`src/rtl/csr_excp_unit_pkg.sv`:
```
`default_nettype none
// ============================================================================
// Module      : csr_excp_unit_pkg
// Description : Shared CSR addresses, field layouts, write-port record and the
//               redirect FSM state type for the exception CSR unit.
// Revision    : 1.0 - initial release
// ============================================================================
package csr_excp_unit_pkg;

    localparam logic [13:0] c_ADDR_CRMD      = 14'h0;
    localparam logic [13:0] c_ADDR_PRMD      = 14'h1;
    localparam logic [13:0] c_ADDR_ECFG      = 14'h4;
    localparam logic [13:0] c_ADDR_ESTAT     = 14'h5;
    localparam logic [13:0] c_ADDR_ERA       = 14'h6;
    localparam logic [13:0] c_ADDR_BADV      = 14'h7;
    localparam logic [13:0] c_ADDR_EENTRY    = 14'hC;
    localparam logic [13:0] c_ADDR_TLBEHI    = 14'h11;
    localparam logic [13:0] c_ADDR_TLBRENTRY = 14'h88;

    localparam logic [5:0]  c_ECODE_TLBR     = 6'h3F;

    // Software-writable bits of each CSR; everything outside a mask is read-only.
    localparam logic [31:0] c_CRMD_WMASK     = 32'h0000_01ff;  // PLV,IE,DA,PG,DATF,DATM
    localparam logic [31:0] c_PRMD_WMASK     = 32'h0000_0007;  // PPLV,PIE
    localparam logic [31:0] c_ECFG_WMASK     = 32'h0007_1bff;  // LIE (bit 10 reserved), VS
    localparam logic [31:0] c_ESTAT_WMASK    = 32'h0000_0003;  // software interrupt IS[1:0]
    localparam logic [31:0] c_ENTRY_WMASK    = 32'hffff_ffc0;  // EENTRY/TLBRENTRY, 64B aligned
    localparam logic [31:0] c_TLBEHI_WMASK   = 32'hffff_e000;  // VPPN

    typedef struct packed {
        logic        we;
        logic [13:0] addr;
        logic [31:0] data;
    } csr_write_signal;

    typedef struct packed {
        logic [22:0] rsvd;
        logic [1:0]  datm;
        logic [1:0]  datf;
        logic        pg;
        logic        da;
        logic        ie;
        logic [1:0]  plv;
    } crmd_t;

    typedef struct packed {
        logic        rsvd31;
        logic [8:0]  esubcode;
        logic [5:0]  ecode;
        logic [2:0]  rsvd15_13;
        logic [12:0] is;
    } estat_t;

    typedef enum logic [0:0] {
        ST_IDLE  = 1'b0,
        ST_REDIR = 1'b1
    } redir_state_t;

    // Replace only the masked bits of a CSR with write data.
    function automatic logic [31:0] csr_merge(input logic [31:0] old_val,
                                              input logic [31:0] wdata,
                                              input logic [31:0] mask);
        return (old_val & ~mask) | (wdata & mask);
    endfunction

endpackage
`default_nettype wire

```
`src/rtl/csr_excp_unit_if.sv`:
```
`default_nettype none
// ============================================================================
// Module      : csr_excp_unit_if
// Description : Commit-stage to CSR unit bundle: committed CSR writes and the
//               exception / ERTN event with its payload.
// Revision    : 1.0 - initial release
// ============================================================================
interface csr_excp_unit_if;
    import csr_excp_unit_pkg::*;

    csr_write_signal csr_w_i_0;
    csr_write_signal csr_w_i_1;
    logic            excp_i;
    logic            ertn_i;
    logic [31:0]     csr_era_i;
    logic [5:0]      csr_ecode_i;
    logic [8:0]      csr_esubcode_i;
    logic            va_error_i;
    logic [31:0]     bad_va_i;
    logic            excp_tlbrefill_i;
    logic            excp_tlb_i;
    logic [18:0]     excp_tlb_vppn_i;

    modport master (
        output csr_w_i_0, csr_w_i_1, excp_i, ertn_i, csr_era_i, csr_ecode_i,
               csr_esubcode_i, va_error_i, bad_va_i, excp_tlbrefill_i,
               excp_tlb_i, excp_tlb_vppn_i
    );

    modport slave (
        input  csr_w_i_0, csr_w_i_1, excp_i, ertn_i, csr_era_i, csr_ecode_i,
               csr_esubcode_i, va_error_i, bad_va_i, excp_tlbrefill_i,
               excp_tlb_i, excp_tlb_vppn_i
    );
endinterface
`default_nettype wire

```
`src/rtl/csr_excp_unit_redirect_fsm.sv`:
```
`default_nettype none
// ============================================================================
// Module      : csr_redirect_fsm
// Description : Holds a redirect target for fetch until it is accepted through
//               a valid/ready handshake. New requests are only taken in IDLE.
// Revision    : 1.0 - initial release
// ============================================================================
module csr_redirect_fsm
    import csr_excp_unit_pkg::*;
(
    input  wire logic        clk,
    input  wire logic        rst_n,
    input  wire logic        i_start,
    input  wire logic [31:0] i_target,
    input  wire logic        i_ready,
    output logic             o_valid,
    output logic [31:0]      o_pc,
    output logic             o_idle
);

    redir_state_t r_state;
    redir_state_t w_state_nx;
    logic [31:0]  r_pc;

    // State register; async reset drops a pending redirect immediately.
    always_ff @(posedge clk or negedge rst_n) begin
        if (!rst_n) r_state <= ST_IDLE;
        else        r_state <= w_state_nx;
    end

    // Next state and handshake outputs.
    always_comb begin
        w_state_nx = r_state;
        o_valid    = 1'b0;
        o_idle     = 1'b0;
        case (r_state)
            ST_IDLE: begin
                o_idle = 1'b1;
                if (i_start) w_state_nx = ST_REDIR;
            end
            ST_REDIR: begin
                o_valid = 1'b1;
                if (i_ready) w_state_nx = ST_REDIR == ST_REDIR ? ST_IDLE : ST_REDIR;
            end
            default: w_state_nx = ST_IDLE;
        endcase
    end

    // Target latch; stays stable for the whole time valid is high.
    always_ff @(posedge clk or negedge rst_n) begin
        if (!rst_n)                             r_pc <= 32'h0;
        else if (r_state == ST_IDLE && i_start) r_pc <= i_target;
    end

    assign o_pc = r_pc;

endmodule
`default_nettype wire

```
`src/rtl/csr_excp_unit.sv`:
```
`default_nettype none
// ============================================================================
// Module      : csr_excp_unit
// Description : Exception CSR file. Applies committed CSR writes, exception
//               entry and ERTN return, raises interrupt requests and drives
//               the fetch redirect.
// Revision    : 1.0 - initial release
// ============================================================================
module csr_excp_unit
    import csr_excp_unit_pkg::*;
#(
    parameter logic [31:0] RESET_EENTRY = 32'h1c00_0000,
    parameter int          HWI_W        = 8
) (
    input  wire logic             clk,
    input  wire logic             rst_n,
    csr_excp_unit_if.slave        cmt,
    input  wire logic [HWI_W-1:0] hw_int_i,
    input  wire logic [13:0]      csr_raddr_i,
    output logic [31:0]           csr_rdata_o,
    output logic                  redirect_valid_o,
    output logic [31:0]           redirect_pc_o,
    input  wire logic             redirect_ready_i,
    output logic                  int_req_o,
    output logic [1:0]            plv_o
);

    localparam logic [31:0] c_ENTRY_RST = RESET_EENTRY & c_ENTRY_WMASK;

    crmd_t       r_crmd,  w_crmd_nx;
    estat_t      r_estat, w_estat_nx;
    logic [31:0] r_prmd,  w_prmd_nx;
    logic [31:0] r_ecfg,  w_ecfg_nx;
    logic [31:0] r_era,   w_era_nx;
    logic [31:0] r_badv,  w_badv_nx;
    logic [31:0] r_eentry, w_eentry_nx;
    logic [31:0] r_tlbehi, w_tlbehi_nx;
    logic [31:0] r_tlbrentry, w_tlbrentry_nx;
    logic        r_int_req;

    csr_write_signal w_wr [2];
    logic            w_fsm_idle;
    logic            w_take_excp;
    logic            w_take_ertn;
    logic [31:0]     w_target;

    assign w_wr[0]     = cmt.csr_w_i_0;
    assign w_wr[1]     = cmt.csr_w_i_1;
    // The exception beats ERTN; neither is accepted while a redirect is pending.
    assign w_take_excp = cmt.excp_i & w_fsm_idle;
    assign w_take_ertn = cmt.ertn_i & ~cmt.excp_i & w_fsm_idle;

    // Targets use the pre-write CSR values so same-cycle writes cannot retarget.
    assign w_target = w_take_excp ? (cmt.excp_tlbrefill_i ? r_tlbrentry : r_eentry) : r_era;

    // Next CSR state: port 0, then port 1, then exception/ERTN; later steps win.
    always_comb begin
        w_crmd_nx      = r_crmd;
        w_estat_nx     = r_estat;
        w_prmd_nx      = r_prmd;
        w_ecfg_nx      = r_ecfg;
        w_era_nx       = r_era;
        w_badv_nx      = r_badv;
        w_eentry_nx    = r_eentry;
        w_tlbehi_nx    = r_tlbehi;
        w_tlbrentry_nx = r_tlbrentry;
        for (int p = 0; p < 2; p++) begin
            if (w_wr[p].we) begin
                case (w_wr[p].addr)
                    c_ADDR_CRMD:      w_crmd_nx      = crmd_t'(csr_merge(w_crmd_nx, w_wr[p].data, c_CRMD_WMASK));
                    c_ADDR_PRMD:      w_prmd_nx      = csr_merge(w_prmd_nx, w_wr[p].data, c_PRMD_WMASK);
                    c_ADDR_ECFG:      w_ecfg_nx      = csr_merge(w_ecfg_nx, w_wr[p].data, c_ECFG_WMASK);
                    c_ADDR_ESTAT:     w_estat_nx     = estat_t'(csr_merge(w_estat_nx, w_wr[p].data, c_ESTAT_WMASK));
                    c_ADDR_ERA:       w_era_nx       = w_wr[p].data;
                    c_ADDR_BADV:      w_badv_nx      = w_wr[p].data;
                    c_ADDR_EENTRY:    w_eentry_nx    = csr_merge(w_eentry_nx, w_wr[p].data, c_ENTRY_WMASK);
                    c_ADDR_TLBEHI:    w_tlbehi_nx    = csr_merge(w_tlbehi_nx, w_wr[p].data, c_TLBEHI_WMASK);
                    c_ADDR_TLBRENTRY: w_tlbrentry_nx = csr_merge(w_tlbrentry_nx, w_wr[p].data, c_ENTRY_WMASK);
                    default: ;
                endcase
            end
        end
        // Hardware interrupt lines are sampled into IS every cycle.
        w_estat_nx.is[12:2] = 11'(hw_int_i);
        if (w_take_excp) begin
            w_prmd_nx[2]        = r_crmd.ie;
            w_prmd_nx[1:0]      = r_crmd.plv;
            w_crmd_nx.ie        = 1'b0;
            w_crmd_nx.plv       = 2'd0;
            w_estat_nx.ecode    = cmt.csr_ecode_i;
            w_estat_nx.esubcode = cmt.csr_esubcode_i;
            w_era_nx            = cmt.csr_era_i;
            if (cmt.va_error_i) w_badv_nx = cmt.bad_va_i;
            if (cmt.excp_tlb_i) w_tlbehi_nx[31:13] = cmt.excp_tlb_vppn_i;
            if (cmt.excp_tlbrefill_i) begin
                w_crmd_nx.da = 1'b1;
                w_crmd_nx.pg = 1'b0;
            end
        end else if (w_take_ertn) begin
            w_crmd_nx.plv = r_prmd[1:0];
            w_crmd_nx.ie  = r_prmd[2];
            if (r_estat.ecode == c_ECODE_TLBR) begin
                w_crmd_nx.da = 1'b0;
                w_crmd_nx.pg = 1'b1;
            end
        end
    end

    // CSR registers and the interrupt request, which tracks the updated CSRs.
    always_ff @(posedge clk or negedge rst_n) begin
        if (!rst_n) begin
            r_crmd      <= crmd_t'(32'h8);
            r_estat     <= estat_t'(32'h0);
            r_prmd      <= 32'h0;
            r_ecfg      <= 32'h0;
            r_era       <= 32'h0;
            r_badv      <= 32'h0;
            r_eentry    <= c_ENTRY_RST;
            r_tlbehi    <= 32'h0;
            r_tlbrentry <= c_ENTRY_RST;
            r_int_req   <= 1'b0;
        end else begin
            r_crmd      <= w_crmd_nx;
            r_estat     <= w_estat_nx;
            r_prmd      <= w_prmd_nx;
            r_ecfg      <= w_ecfg_nx;
            r_era       <= w_era_nx;
            r_badv      <= w_badv_nx;
            r_eentry    <= w_eentry_nx;
            r_tlbehi    <= w_tlbehi_nx;
            r_tlbrentry <= w_tlbrentry_nx;
            r_int_req   <= w_crmd_nx.ie & (|(w_estat_nx.is & w_ecfg_nx[12:0]));
        end
    end

    // Combinational CSR read port; unmapped addresses read as zero.
    always_comb begin
        csr_rdata_o = 32'h0;
        case (csr_raddr_i)
            c_ADDR_CRMD:      csr_rdata_o = r_crmd;
            c_ADDR_PRMD:      csr_rdata_o = r_prmd;
            c_ADDR_ECFG:      csr_rdata_o = r_ecfg;
            c_ADDR_ESTAT:     csr_rdata_o = r_estat;
            c_ADDR_ERA:       csr_rdata_o = r_era;
            c_ADDR_BADV:      csr_rdata_o = r_badv;
            c_ADDR_EENTRY:    csr_rdata_o = r_eentry;
            c_ADDR_TLBEHI:    csr_rdata_o = r_tlbehi;
            c_ADDR_TLBRENTRY: csr_rdata_o = r_tlbrentry;
            default:          csr_rdata_o = 32'h0;
        endcase
    end

    csr_redirect_fsm u_redirect_fsm (
        .clk      (clk),
        .rst_n    (rst_n),
        .i_start  (w_take_excp | w_take_ertn),
        .i_target (w_target),
        .i_ready  (redirect_ready_i),
        .o_valid  (redirect_valid_o),
        .o_pc     (redirect_pc_o),
        .o_idle   (w_fsm_idle)
    );

    assign int_req_o = r_int_req;
    assign plv_o     = r_crmd.plv;

endmodule
`default_nettype wire

```
`src/flat_wrapper.sv`:
```
// flat-port wrapper written by rule: the top's interface ports become plain ports
module csr_excp_unit_flat import csr_excp_unit_pkg::*;
#(
    parameter logic [31:0] RESET_EENTRY = 32'h1c00_0000,
    parameter int          HWI_W        = 8
)
  (clk, rst_n, hw_int_i, csr_raddr_i, csr_rdata_o, redirect_valid_o, redirect_pc_o, redirect_ready_i, int_req_o, plv_o, cmt_csr_w_i_0, cmt_csr_w_i_1, cmt_excp_i, cmt_ertn_i, cmt_csr_era_i, cmt_csr_ecode_i, cmt_csr_esubcode_i, cmt_va_error_i, cmt_bad_va_i, cmt_excp_tlbrefill_i, cmt_excp_tlb_i, cmt_excp_tlb_vppn_i);
  csr_excp_unit_if cmt_i ();
  input  wire logic clk;
  input  wire logic rst_n;
  input  wire logic [HWI_W-1:0] hw_int_i;
  input  wire logic [13:0] csr_raddr_i;
  output logic [31:0] csr_rdata_o;
  output logic redirect_valid_o;
  output logic [31:0] redirect_pc_o;
  input  wire logic redirect_ready_i;
  output logic int_req_o;
  output logic [1:0] plv_o;
  input wire logic [$bits(cmt_i.csr_w_i_0)-1:0] cmt_csr_w_i_0;
  input wire logic [$bits(cmt_i.csr_w_i_1)-1:0] cmt_csr_w_i_1;
  input wire logic [$bits(cmt_i.excp_i)-1:0] cmt_excp_i;
  input wire logic [$bits(cmt_i.ertn_i)-1:0] cmt_ertn_i;
  input wire logic [$bits(cmt_i.csr_era_i)-1:0] cmt_csr_era_i;
  input wire logic [$bits(cmt_i.csr_ecode_i)-1:0] cmt_csr_ecode_i;
  input wire logic [$bits(cmt_i.csr_esubcode_i)-1:0] cmt_csr_esubcode_i;
  input wire logic [$bits(cmt_i.va_error_i)-1:0] cmt_va_error_i;
  input wire logic [$bits(cmt_i.bad_va_i)-1:0] cmt_bad_va_i;
  input wire logic [$bits(cmt_i.excp_tlbrefill_i)-1:0] cmt_excp_tlbrefill_i;
  input wire logic [$bits(cmt_i.excp_tlb_i)-1:0] cmt_excp_tlb_i;
  input wire logic [$bits(cmt_i.excp_tlb_vppn_i)-1:0] cmt_excp_tlb_vppn_i;
  assign cmt_i.csr_w_i_0 = cmt_csr_w_i_0;
  assign cmt_i.csr_w_i_1 = cmt_csr_w_i_1;
  assign cmt_i.excp_i = cmt_excp_i;
  assign cmt_i.ertn_i = cmt_ertn_i;
  assign cmt_i.csr_era_i = cmt_csr_era_i;
  assign cmt_i.csr_ecode_i = cmt_csr_ecode_i;
  assign cmt_i.csr_esubcode_i = cmt_csr_esubcode_i;
  assign cmt_i.va_error_i = cmt_va_error_i;
  assign cmt_i.bad_va_i = cmt_bad_va_i;
  assign cmt_i.excp_tlbrefill_i = cmt_excp_tlbrefill_i;
  assign cmt_i.excp_tlb_i = cmt_excp_tlb_i;
  assign cmt_i.excp_tlb_vppn_i = cmt_excp_tlb_vppn_i;
  csr_excp_unit #(.RESET_EENTRY(RESET_EENTRY), .HWI_W(HWI_W)) u_core (.clk(clk), .rst_n(rst_n), .cmt(cmt_i), .hw_int_i(hw_int_i), .csr_raddr_i(csr_raddr_i), .csr_rdata_o(csr_rdata_o), .redirect_valid_o(redirect_valid_o), .redirect_pc_o(redirect_pc_o), .redirect_ready_i(redirect_ready_i), .int_req_o(int_req_o), .plv_o(plv_o));
endmodule
```
`config.mk`:
```
export PLATFORM = sky130hd
export DESIGN_NAME = csr_excp_unit_flat
export DESIGN_NICKNAME = d
export VERILOG_FILES = /design/src/rtl/csr_excp_unit_pkg.sv /design/src/rtl/csr_excp_unit_if.sv /design/src/rtl/csr_excp_unit_redirect_fsm.sv /design/src/rtl/csr_excp_unit.sv /design/src/flat_wrapper.sv
export SDC_FILE = /design/constraint.sdc
export NUM_CORES = 1
export LEC_CHECK = 0
export CORE_MARGIN = 2
export CORE_UTILIZATION = 55
export DETAILED_ROUTE_END_ITERATION = 16
export GPL_TIMING_DRIVEN = 0
export PLACE_DENSITY = 0.84
export REMOVE_ABC_BUFFERS = 1
export SYNTH_ARGS = -nofsm -noshare
export SYNTH_HDL_FRONTEND = slang
export SYNTH_SLANG_ARGS = --single-unit
```
`constraint.sdc`:
```
create_clock -name clk -period 11.5 [get_ports clk]
set_input_delay 2.875 -clock clk [delete_from_list [all_inputs] [get_ports clk]]
set_output_delay 2.875 -clock clk [all_outputs]
set_load 0.03 [all_outputs]
```
==> impl_metrics.ini <==
[placement]
globalplace.congestion = 0.882
count_of_input_and_output_buffers = 289
dp.final_hpwl_um = 29900

[global_routing]
grt_util_all_layers_pct = 36.1
globalRoute.totalOverflow = 0
grt_antenna_before_repair = 4
grt_first_pass_wirelength_um = 68400
grt_max_degree = 113
grt_pass1_vias = 12700

[cells_and_area]
n_fill_cell = 1622
finalCoreUtilization_pct = 75.0
flow.area_growth_from_synthesis_pct = 33.3
post_route_cells_drive_above_1_share_pct = 9.32
final_net_count = 1876

[timing]
timing.final.max_slew_violations = 1
min_period_over_period_pct = 89.6
setup_tns_ns = 0
rsz0062_at_grt = no
timing_hold_violations_final = 0
hold-worst-slack_ns = 0.478
final_period_minus_worst_setup_slack_ns = 10.30
clock_skew_ns = 0.0133
worst-slew-pin-transition_ns = 1.49
setup-violations-final = 0
max_slew_headroom_at_the_worst_pin_pct = -0.232
max_freq_mhz = 97.1

[routing]
routedWlPerCell_um = 22.8
drt_iter0_markers = 1218
ant_nets = 0
drc = 0
first_pass_iters = 9
totalWireLength_um = 45300
vias = 12700
drt-vias-per-instance = 6.39

[yosys]
ys.flop_type = sky130_fd_sc_hd__dfrtp_1
synth_warn = 0
synth-seq-area-share_pct = 43.2
async_flop_share_pct = 100
edff_count_synth = 0
synth_area_leaders = sky130_fd_sc_hd__dfrtp_1 42%, sky130_fd_sc_hd__mux2i_1 12%, sky130_fd_sc_hd__nand2_1 6.8%, sky130_fd_sc_hd__o21ai_0 3.7%, sky130_fd_sc_hd__nor2_1 3.4%
synthCells = 1415
synth.avg_cell_area_sq_um = 9.06
synth_common_cells = 232 x sky130_fd_sc_hd__nand2_1, 214 x sky130_fd_sc_hd__dfrtp_1, 160 x sky130_fd_sc_hd__mux2i_1
most_used_standard_cell_by_instance_count_after_synthesis = sky130_fd_sc_hd__nand2_1
synth_largest_type_area_fraction_pct = 41.8
mappedNetlistArea_sq_mm = 0.0128
cell_type_with_the_highest_aggregate_area_in_the_netlist = sky130_fd_sc_hd__dfrtp_1
synth.distinct_cells = 52
synth.ff_latch_count = 221

[power]
ir_worst_vdd_mv = 0.0907
leakage_nw = 6.99
total_power_mw = 2.22
power_density_mw_per_mm2 = 130

[min_path]
min_delay_path_class = reg -> reg
hold_depth = 2

[floorplan]
die_area_sq_mm = 0.0245
fp-row-count = 55
initial_core_util_pct = 56.3
design.core.area_sq_mm = 0.0228
die_height_um = 157
dieWidth_um = 157
design.portCount = 290

[clocking]
h-tree-depth = 1
post-cts-setup-buffers = 0
hold_buf_cts = 0
clock_sinks = 221
clock_path_buffers = 3
ctsResizeCount = 0
clk-insertion-delay-late_ns = 0.53
cts-root-buf = sky130_fd_sc_hd__clkbuf_16
tritoncts.num_buffers = 25
path_clk_slew_ns = 0.06
tritoncts_clock_tree = yes

[critical_path]
cp_data_arrival_time_ns = 7.42
crit_required_ns = 8.63
highest_fanout_seen_on_the_critical_path = 21
crit_type = in -> out
worst_reg2reg_path_depth = 6
critPathCaptureType = output port
regToRegSetupSlack_ns = 8.73
critPathLaunchType = primary input

[job]
cap_viol_max_count = 1

[status]
run_status = complete, but fails checks
failed_checks = capacitance limit, slew limit
## layout by cell type, fill, tap and decap left out, types with 5 or more instances in the layout
cell type,instances
sky130_fd_sc_hd__dfstp_2,7
sky130_fd_sc_hd__clkbuf_1,5
sky130_fd_sc_hd__clkbuf_16,25
sky130_fd_sc_hd__mux2i_1,160
sky130_fd_sc_hd__nor2b_1,31
sky130_fd_sc_hd__clkdlybuf4s50_1,287
sky130_fd_sc_hd__a21o_1,25
sky130_fd_sc_hd__nand2_1,231
sky130_fd_sc_hd__dfrtp_1,214
sky130_fd_sc_hd__buf_12,8
sky130_fd_sc_hd__mux2_1,7
sky130_fd_sc_hd__buf_16,7
sky130_fd_sc_hd__nand4_1,11
sky130_fd_sc_hd__a22oi_1,50
sky130_fd_sc_hd__nor3_1,11
sky130_fd_sc_hd__a21oi_1,75
sky130_fd_sc_hd__a31oi_1,29
sky130_fd_sc_hd__o21ai_0,96
sky130_fd_sc_hd__a211oi_1,57
sky130_fd_sc_hd__nor4_1,14
sky130_fd_sc_hd__or4b_2,6
sky130_fd_sc_hd__clkinv_2,6
sky130_fd_sc_hd__nor3b_1,6
sky130_fd_sc_hd__buf_4,15
sky130_fd_sc_hd__nor4b_1,8
sky130_fd_sc_hd__mux2_2,34
sky130_fd_sc_hd__nand2b_1,5
sky130_fd_sc_hd__clkbuf_8,8
sky130_fd_sc_hd__a222oi_1,17
sky130_fd_sc_hd__nor2_1,113
sky130_fd_sc_hd__nand3_1,30
## worst max-delay path, cell delays in order
cell,delay (ns)
sky130_fd_sc_hd__clkdlybuf4s50_1,0.42
sky130_fd_sc_hd__nor4_1,0.45
sky130_fd_sc_hd__nand3_1,0.18
sky130_fd_sc_hd__nor3_1,1.20
sky130_fd_sc_hd__and2_1,1.17
sky130_fd_sc_hd__a22oi_1,0.25
sky130_fd_sc_hd__nand3_1,0.18
sky130_fd_sc_hd__clkdlybuf4s50_1,0.69
## per-layer routing
| layer | track usage (%) | vias to the layer above | part of all wire (%) |
|---|---|---|---|
| met4 | 17.3 | 2 | 4.5 |
| met3 | 8.45 | 170 | 11 |
| li1 | - | 5628 | - |
| met5 | 0 | - | 0.029 |
| met1 | 45.2 | 6064 | 38 |
| met2 | 59.2 | 844 | 47 |
## final timing paths
check | from | to
worst max-delay path | csr_raddr_i[11] | csr_rdata_o[21]
worst min-delay path | u_core.r_estat[27] | u_core.r_estat[27]
worst max register to register | u_core.u_redirect_fsm.r_state | u_core.r_badv[29]
worst min register to register | u_core.r_estat[27] | u_core.r_estat[27]
max in group asynchronous | rst_n | u_core.r_tlbehi[28]
min in group asynchronous | rst_n | u_core.plv_o[1]
## power by group
| part | switching [mW] | internal (mW) | leakage [nW] |
|---|---|---|---|
| logic | 0.238 | 0.227 | 3.74 |
| clock network | 0.330 | 0.473 | 0.414 |
| registers | 0.0700 | 0.882 | 2.84 |
## state kept, by name, indices dropped and copies added (netlist names)
signal and cells:
u_core.r_era 32, u_core.int_req_o 1, u_core.r_eentry 26, u_core.r_crmd 7
u_core.r_tlbrentry 26, u_core.u_redirect_fsm.o_pc 32, u_core.r_tlbehi 19, u_core.r_badv 32
u_core.u_redirect_fsm.r_state 1, u_core.r_prmd 3, u_core.r_estat 25, u_core.plv_o 2
u_core.r_ecfg 15
## kinds of logic (layout without fill, tap and decap cells)
| kind of cell | Yosys count | count (layout) | synth area share, % |
|---|---|---|---|
| AO/OA/AOI/OAI | 362 | 362 | 17.9 |
| buffers and inverters | 117 | 375 | 3.93 |
| other | 0 | 3 | 0 |
| flip-flops | 221 | 221 | 43.2 |
| AND/OR/NAND/NOR | 514 | 514 | 18.8 |
| multiplexers | 201 | 201 | 16.1 |
## area by class of cell
type,count,area (sq um),area share [%]
Timing Repair Buffer,326,3450,20.2
Tap cell,313,392,2.29
Clock buffer,38,754,4.41
Sequential cell,221,5540,32.4
Clock inverter,8,68.8,0.403
Antenna cell,3,7.51,0.0439
Multi-Input combinational cell,1077,6870,40.2
Inverter,3,11.3,0.0659
## through the flow
stage               setup WS [ns]  instances  instance area, sq um
floorplan                    3.03       1301                 12300
global placement            -1.81       1903                 15600
detailed placement           1.38       1940                 16300
CTS                          1.38       1986                 17100
global route                 1.09       1988                 17100
finish                       1.20       1989                 17100
(Power assumes the default switching activity.)
